==> config.mk <==
export PLATFORM = sky130hd
export DESIGN_NAME = uart_rx_flat
export DESIGN_NICKNAME = d
export VERILOG_FILES = /design/src/rtl/uart_pkg.sv /design/src/rtl/uart_rx_if.sv /design/src/rtl/uart_rx_sync.sv /design/src/rtl/uart_rx.sv /design/src/flat_wrapper.sv
export SDC_FILE = /design/constraint.sdc
export NUM_CORES = 1
export LEC_CHECK = 0
export CAP_MARGIN = 20
export CORE_MARGIN = 1
export CORE_UTILIZATION = 50
export DETAILED_ROUTE_END_ITERATION = 7
export HOLD_SLACK_MARGIN = 0.12
export PLACE_DENSITY = 0.66
export SLEW_MARGIN = 20
export SYNTH_ARGS = -nofsm -noshare
export SYNTH_HDL_FRONTEND = slang
export SYNTH_SLANG_ARGS = --single-unit
==> constraint.sdc <==
create_clock -name clk -period 2.29 [get_ports clk]
set_input_delay 0.229 -clock clk [delete_from_list [all_inputs] [get_ports clk]]
set_output_delay 0.229 -clock clk [all_outputs]
set_load 0.05 [all_outputs]
==> src/rtl/uart_pkg.sv <==
// Shared UART definitions: receiver state encoding, frame constants and baud
// timing helpers used by both the transmitter and receiver.
package uart_pkg;

    localparam int unsigned DATA_BITS = 8;

    typedef enum logic [2:0] {
        IDLE,
        START,
        DATA,
        STOP,
        BREAK
    } state_t;

    // Whole clock cycles per bit; callers must keep the result >= 4.
    function automatic int unsigned bit_cycles(input int unsigned clk_hz,
                                               input int unsigned baud);
        return clk_hz / baud;
    endfunction

    function automatic int unsigned half_cycles(input int unsigned clk_hz,
                                                input int unsigned baud);
        return bit_cycles(clk_hz, baud) / 2;
    endfunction

endpackage

==> src/rtl/uart_rx_if.sv <==
// Receiver-side signal bundle: serial line in, deframed byte and status out.
interface uart_rx_if;
    import uart_pkg::*;

    logic                 rx_pin;
    logic [DATA_BITS-1:0] data_out;
    logic                 rx_valid;
    logic                 frame_err;
    logic                 busy;

    modport master (
        input  rx_pin,
        output data_out,
        output rx_valid,
        output frame_err,
        output busy
    );

    modport slave (
        output rx_pin,
        input  data_out,
        input  rx_valid,
        input  frame_err,
        input  busy
    );

endinterface

==> src/rtl/uart_rx_sync.sv <==
// Two-flop synchronizer for the asynchronous serial line; resets to the
// idle (high) level so no false start bit is seen when reset releases.
module uart_rx_sync (
    input  logic clk,
    input  logic rst,
    input  logic i_async,
    output logic o_sync
);

    logic r_meta;
    logic r_sync;

    always_ff @(posedge clk) begin
        if (rst) begin
            r_meta <= 1'b1;
            r_sync <= 1'b1;
        end else begin
            r_meta <= i_async;
            r_sync <= r_meta;
        end
    end

    assign o_sync = r_sync;

endmodule

==> src/rtl/uart_rx.sv <==
// 8N1 UART receiver: centre-samples each bit using an internal baud counter,
// emits a one-cycle rx_valid per good frame or frame_err per bad stop bit.
module uart_rx
    import uart_pkg::*;
#(
    parameter int unsigned CLK_HZ = 50_000_000,
    parameter int unsigned BAUD   = 9600
) (
    input  logic       clk,
    input  logic       rst,
    uart_rx_if.master  bus
);

    localparam int unsigned BIT_CYCLES  = bit_cycles(CLK_HZ, BAUD);
    localparam int unsigned HALF_CYCLES = half_cycles(CLK_HZ, BAUD);
    localparam int unsigned CNT_W       = $clog2(BIT_CYCLES);

    localparam logic [CNT_W-1:0] CNT_BIT_END  = CNT_W'(BIT_CYCLES - 1);
    localparam logic [CNT_W-1:0] CNT_HALF_END = CNT_W'(HALF_CYCLES - 1);
    localparam logic [2:0]       BIDX_LAST    = 3'(DATA_BITS - 1);

    state_t               r_state;
    state_t               w_next;
    logic [CNT_W-1:0]     r_cnt;
    logic [2:0]           r_bidx;
    logic [DATA_BITS-1:0] r_sh;
    logic [DATA_BITS-1:0] r_data;
    logic                 r_valid;
    logic                 r_ferr;

    logic w_rx_s;
    logic w_bit_end;
    logic w_half_end;
    logic w_cnt_inc;
    logic w_shift;
    logic w_valid_set;
    logic w_ferr_set;

    uart_rx_sync u_sync (
        .clk     (clk),
        .rst     (rst),
        .i_async (bus.rx_pin),
        .o_sync  (w_rx_s)
    );

    assign w_bit_end  = (r_cnt == CNT_BIT_END);
    assign w_half_end = (r_cnt == CNT_HALF_END);

    always_ff @(posedge clk) begin
        if (rst) begin
            r_state <= IDLE;
        end else begin
            r_state <= w_next;
        end
    end

    always_comb begin
        w_next = r_state;
        case (r_state)
            IDLE:    if (!w_rx_s) w_next = START;
            START:   if (w_half_end) w_next = w_rx_s ? IDLE : DATA;
            DATA:    if (w_bit_end && (r_bidx == BIDX_LAST)) w_next = STOP;
            STOP:    if (w_bit_end) w_next = w_rx_s ? IDLE : BREAK;
            BREAK:   if (w_rx_s) w_next = IDLE;
            default: w_next = IDLE;
        endcase
    end

    // The counter clears whenever it is not told to advance, which covers
    // IDLE, BREAK and every half/full-bit terminal count in one rule.
    always_comb begin
        w_cnt_inc   = 1'b0;
        w_shift     = 1'b0;
        w_valid_set = 1'b0;
        w_ferr_set  = 1'b0;
        case (r_state)
            START: w_cnt_inc = !w_half_end;
            DATA: begin
                w_cnt_inc = !w_bit_end;
                w_shift   = w_bit_end;
            end
            STOP: begin
                w_cnt_inc   = !w_bit_end;
                w_valid_set = w_bit_end && w_rx_s;
                w_ferr_set  = w_bit_end && !w_rx_s;
            end
            default: ;
        endcase
    end

    always_ff @(posedge clk) begin
        if (rst) begin
            r_cnt   <= '0;
            r_bidx  <= '0;
            r_sh    <= '0;
            r_data  <= '0;
            r_valid <= 1'b0;
            r_ferr  <= 1'b0;
        end else begin
            r_cnt   <= w_cnt_inc ? r_cnt + CNT_W'(1) : '0;
            r_valid <= w_valid_set;
            r_ferr  <= w_ferr_set;
            if (w_shift) begin
                r_sh   <= {w_rx_s, r_sh[DATA_BITS-1:1]};
                r_bidx <= r_bidx + 3'd1;
            end else if (r_state != DATA) begin
                r_bidx <= '0;
            end
            if (w_valid_set) begin
                r_data <= r_sh;
            end
        end
    end

    assign bus.data_out  = r_data;
    assign bus.rx_valid  = r_valid;
    assign bus.frame_err = r_ferr;
    assign bus.busy      = (r_state != IDLE);

endmodule

==> src/flat_wrapper.sv <==
// flat-port wrapper written by rule: the top's interface ports become plain ports
module uart_rx_flat import uart_pkg::*;
#(
    parameter int unsigned CLK_HZ = 50_000_000,
    parameter int unsigned BAUD   = 9600
)
  (clk, rst, bus_rx_pin, bus_data_out, bus_rx_valid, bus_frame_err, bus_busy);
  uart_rx_if bus_i ();
  input  logic clk;
  input  logic rst;
  input wire logic [$bits(bus_i.rx_pin)-1:0] bus_rx_pin;
  output wire logic [$bits(bus_i.data_out)-1:0] bus_data_out;
  output wire logic [$bits(bus_i.rx_valid)-1:0] bus_rx_valid;
  output wire logic [$bits(bus_i.frame_err)-1:0] bus_frame_err;
  output wire logic [$bits(bus_i.busy)-1:0] bus_busy;
  assign bus_i.rx_pin = bus_rx_pin;
  assign bus_data_out = bus_i.data_out;
  assign bus_rx_valid = bus_i.rx_valid;
  assign bus_frame_err = bus_i.frame_err;
  assign bus_busy = bus_i.busy;
  uart_rx #(.CLK_HZ(CLK_HZ), .BAUD(BAUD)) u_core (.clk(clk), .rst(rst), .bus(bus_i));
endmodule
==> metrics.md <==
| Metric | Value |
|---|---|
| Run status | finished clean |
| Leakage power | 0.7070 nW |
| Syn Inst Count | 170 |
| Post-Syn Area | 1658 µm² |
| Final Hold Fails | 0 |
| Hold Crit Class | reg -> reg |
| Leading register cell type out of synthesis | dfxtp_1 |
| Vias in the first global route | 1139 |
| Post-synthesis async set-or-reset flop share | 0 |
| Drt wl/cell | 12.52 µm |
| Global router's overall resource usage | 0.1825 |
| Root Buffer | clkbuf_4 |
| Count leader, synth | dfxtp_1 |
| Syn Nets | 176 |
| CTS clk-pin slew, worst paths | 0.10 ns |
| Worst IR drop on VDD | 0.3442 mV |
| Die Y | 59.58 µm |
| Largest net degree at the start of global routing | 22 |
| Gpl congestion | 0.8245 |
| Antenna violation net count after detailed routing | 0 |
| Initial Util | 0.5343 |
| Unrepaired setup endpoints after global routing | false |
| DR iter-0 viols | 65 |
| Clock Path Buffers | 2 |
| CP Launch Type | register |
| Die X | 59.58 µm |
| Max-slew headroom | 0.6705 |
| Slew Limit Fails | 0 |
| Area Overhead vs Synth | 13.81% |
| Post-route setup TNS | 0 ns |
| Grt ovf | 0 |
| Maximum fanout along the worst path | 10 |
| Global-route wire length before repair | 4830 µm |
| Distinct cell type count after synthesis | 37 |
| H-tree depth | 2 |
| DRC viols | 0 |
| Yosys warnings | 0 |
| Top Ports | 14 |
| Sequential share of the synthesized area | 0.4709 |
| Via density | 5.396 |
| Clk sinks | 39 |
| Worst skew pair latency | 0.33 ns |
| Layout cell share with drive strength beyond 1 | 0.1075 |
| Top cells by area, synth | dfxtp_1 (47%), mux2i_1 (11%), nor2_1 (7.0%) |
| Yosys top cell area share | 0.4709 |
| Largest area contributor in the netlist | dfxtp_1 |
| Worst-Margin Slew | 0.4927 ns |
| Period utilisation layout | 0.8905 |
| Synth cell count leaders | dfxtp_1 (39), nor2_1 (31), mux2i_1 (18) |
| Post-DP HPWL | 2033 µm |
| Vias | 1241 |
| Critical path capture point type | primary output |
| Final Util | 0.6081 |
| Final wirelength | 2879 µm |
| Setup-failing EPs final | 0 |
| Post-synthesis sequential element count | 39 |
| Drt first pass iters | 4 |
| Avg Synthesized Cell Area | 9.752 µm² |
| Critical path arrival | 1.81 ns |
| Max-cap violations | 0 |
| Pwr dens | 549.0 nW/µm² |
| Row cnt | 20 |
| Port bufs | 13 |
| # nets final | 191 |
| Die Area | 3550 µm² |
| ANT cells | 0 |
| Core area | 3103 µm² |
| Initial antenna violation count | 0 |
| Fmax | 490.4 MHz |
| Required @ worst endpoint | 2.06 ns |
| Setup CP Type | reg -> out |
| Min Tclk post-route | 2.039 ns |
| Setup Skew | 0.004717 ns |
| TritonCTS clock tree | done |
| Number of flops mapped to enable cells by yosys | 0 |
| Cts bufs inserted | 5 |
[flip-flops by register name, summed over array words and instances, names as in the netlist]
name and cells:
u_core.bus.data_out 8, u_core.bus.frame_err 1, u_core.bus.rx_valid 1, u_core.r_bidx 3
u_core.r_cnt 13, u_core.r_sh 8, u_core.r_state 3, u_core.u_sync.o_sync 1
u_core.u_sync.r_meta 1
[logic make-up after synthesis]
kind of cell	after synthesis	share of synthesized area
buf+inv	11	0.03094
xor+xnor	11	0.05811
mux	18	0.1087
fa+ha+maj	3	0.02264
simple gates	81	0.2808
flops	39	0.4709
compound gates	7	0.02793
[cell usage in the layout (no fill, tap or decap), drive strengths merged, types with 2 or more instances in the layout]
cell type	count
nor4	3
xor2	5
nand3	7
clkdlybuf4s50	13
clkbuf	7
or2	2
buf	5
or4b	3
or4	2
nor2b	2
nor4bb	2
or3	3
nor2	31
nand2	5
and3	3
dfxtp	39
nor3	7
a21oi	2
mux2i	18
xnor2	6
nand4	5
ha	3
[final cells by class]
class	count	area [µm²]
Clock buffer	7	45.04
Clock inverter	1	5.005
Fill cell	301	1216
Inverter	1	3.754
Multi-Input combinational cell	120	829.5
Sequential cell	39	780.7
Tap cell	44	55.05
Timing Repair Buffer	18	167.7
[worst paths after layout]
kind                        start                      to  slack, ns  cells past startpoint
min reg2reg  u_core.u_sync.r_meta    u_core.u_sync.o_sync       0.44                      1
max             u_core.r_state[0]                bus_busy       0.25                      2
max reg2reg       u_core.r_cnt[3]  u_core.bus.data_out[0]       0.26                      4
min          u_core.u_sync.r_meta    u_core.u_sync.o_sync       0.44                      1
[layer usage]
metal  track usage  wire length [µm]  vias up
met2        0.3082              1365       29
met1        0.2188              1368      583
met4       0.05980                30        0
met5             0                 0        -
met3       0.05895               115        4
li1              -                 -      625
[critical path: stages (launching register included)]
cell and delay, ns:
dfxtp_1 0.41, or3_1 0.37, clkdlybuf4s50_1 0.70
[power by group]
group          switching (mW)  leakage [nW]  total (mW)  internal, mW
clock network           0.203        0.0293       0.323         0.120
logic                  0.0165         0.363      0.0274        0.0109
registers             0.00442         0.315       0.686         0.681
total                   0.224         0.707        1.04         0.812
[timing repair]
item | in CTS | in global routing
hold buffers | 0 | 0
setup endpoints to repair | 0 | 5
setup buffers | 0 | 0
gates resized for setup | 0 | 1
[stage by stage]
stage / power, mW / instance area (µm²) / setup WS, ns / cells / hold WS (ns)
3_3_place_gp: 0.7276 / 1833 / 0.1360 / 222 / 0.3978
6_report: 1.036 / 1887 / 0.2508 / 230 / 0.4372
4_1_cts: 1.048 / 1883 / 0.07218 / 230 / 0.4430
3_5_place_dp: 0.7282 / 1833 / 0.07853 / 222 / 0.4099
2_1_floorplan: 0.7182 / 1658 / 0.2687 / 170 / 0.3328
5_1_grt: 1.088 / 1887 / 0.1582 / 230 / 0.4551
Note: power is estimated with default switching activity, not from simulation.
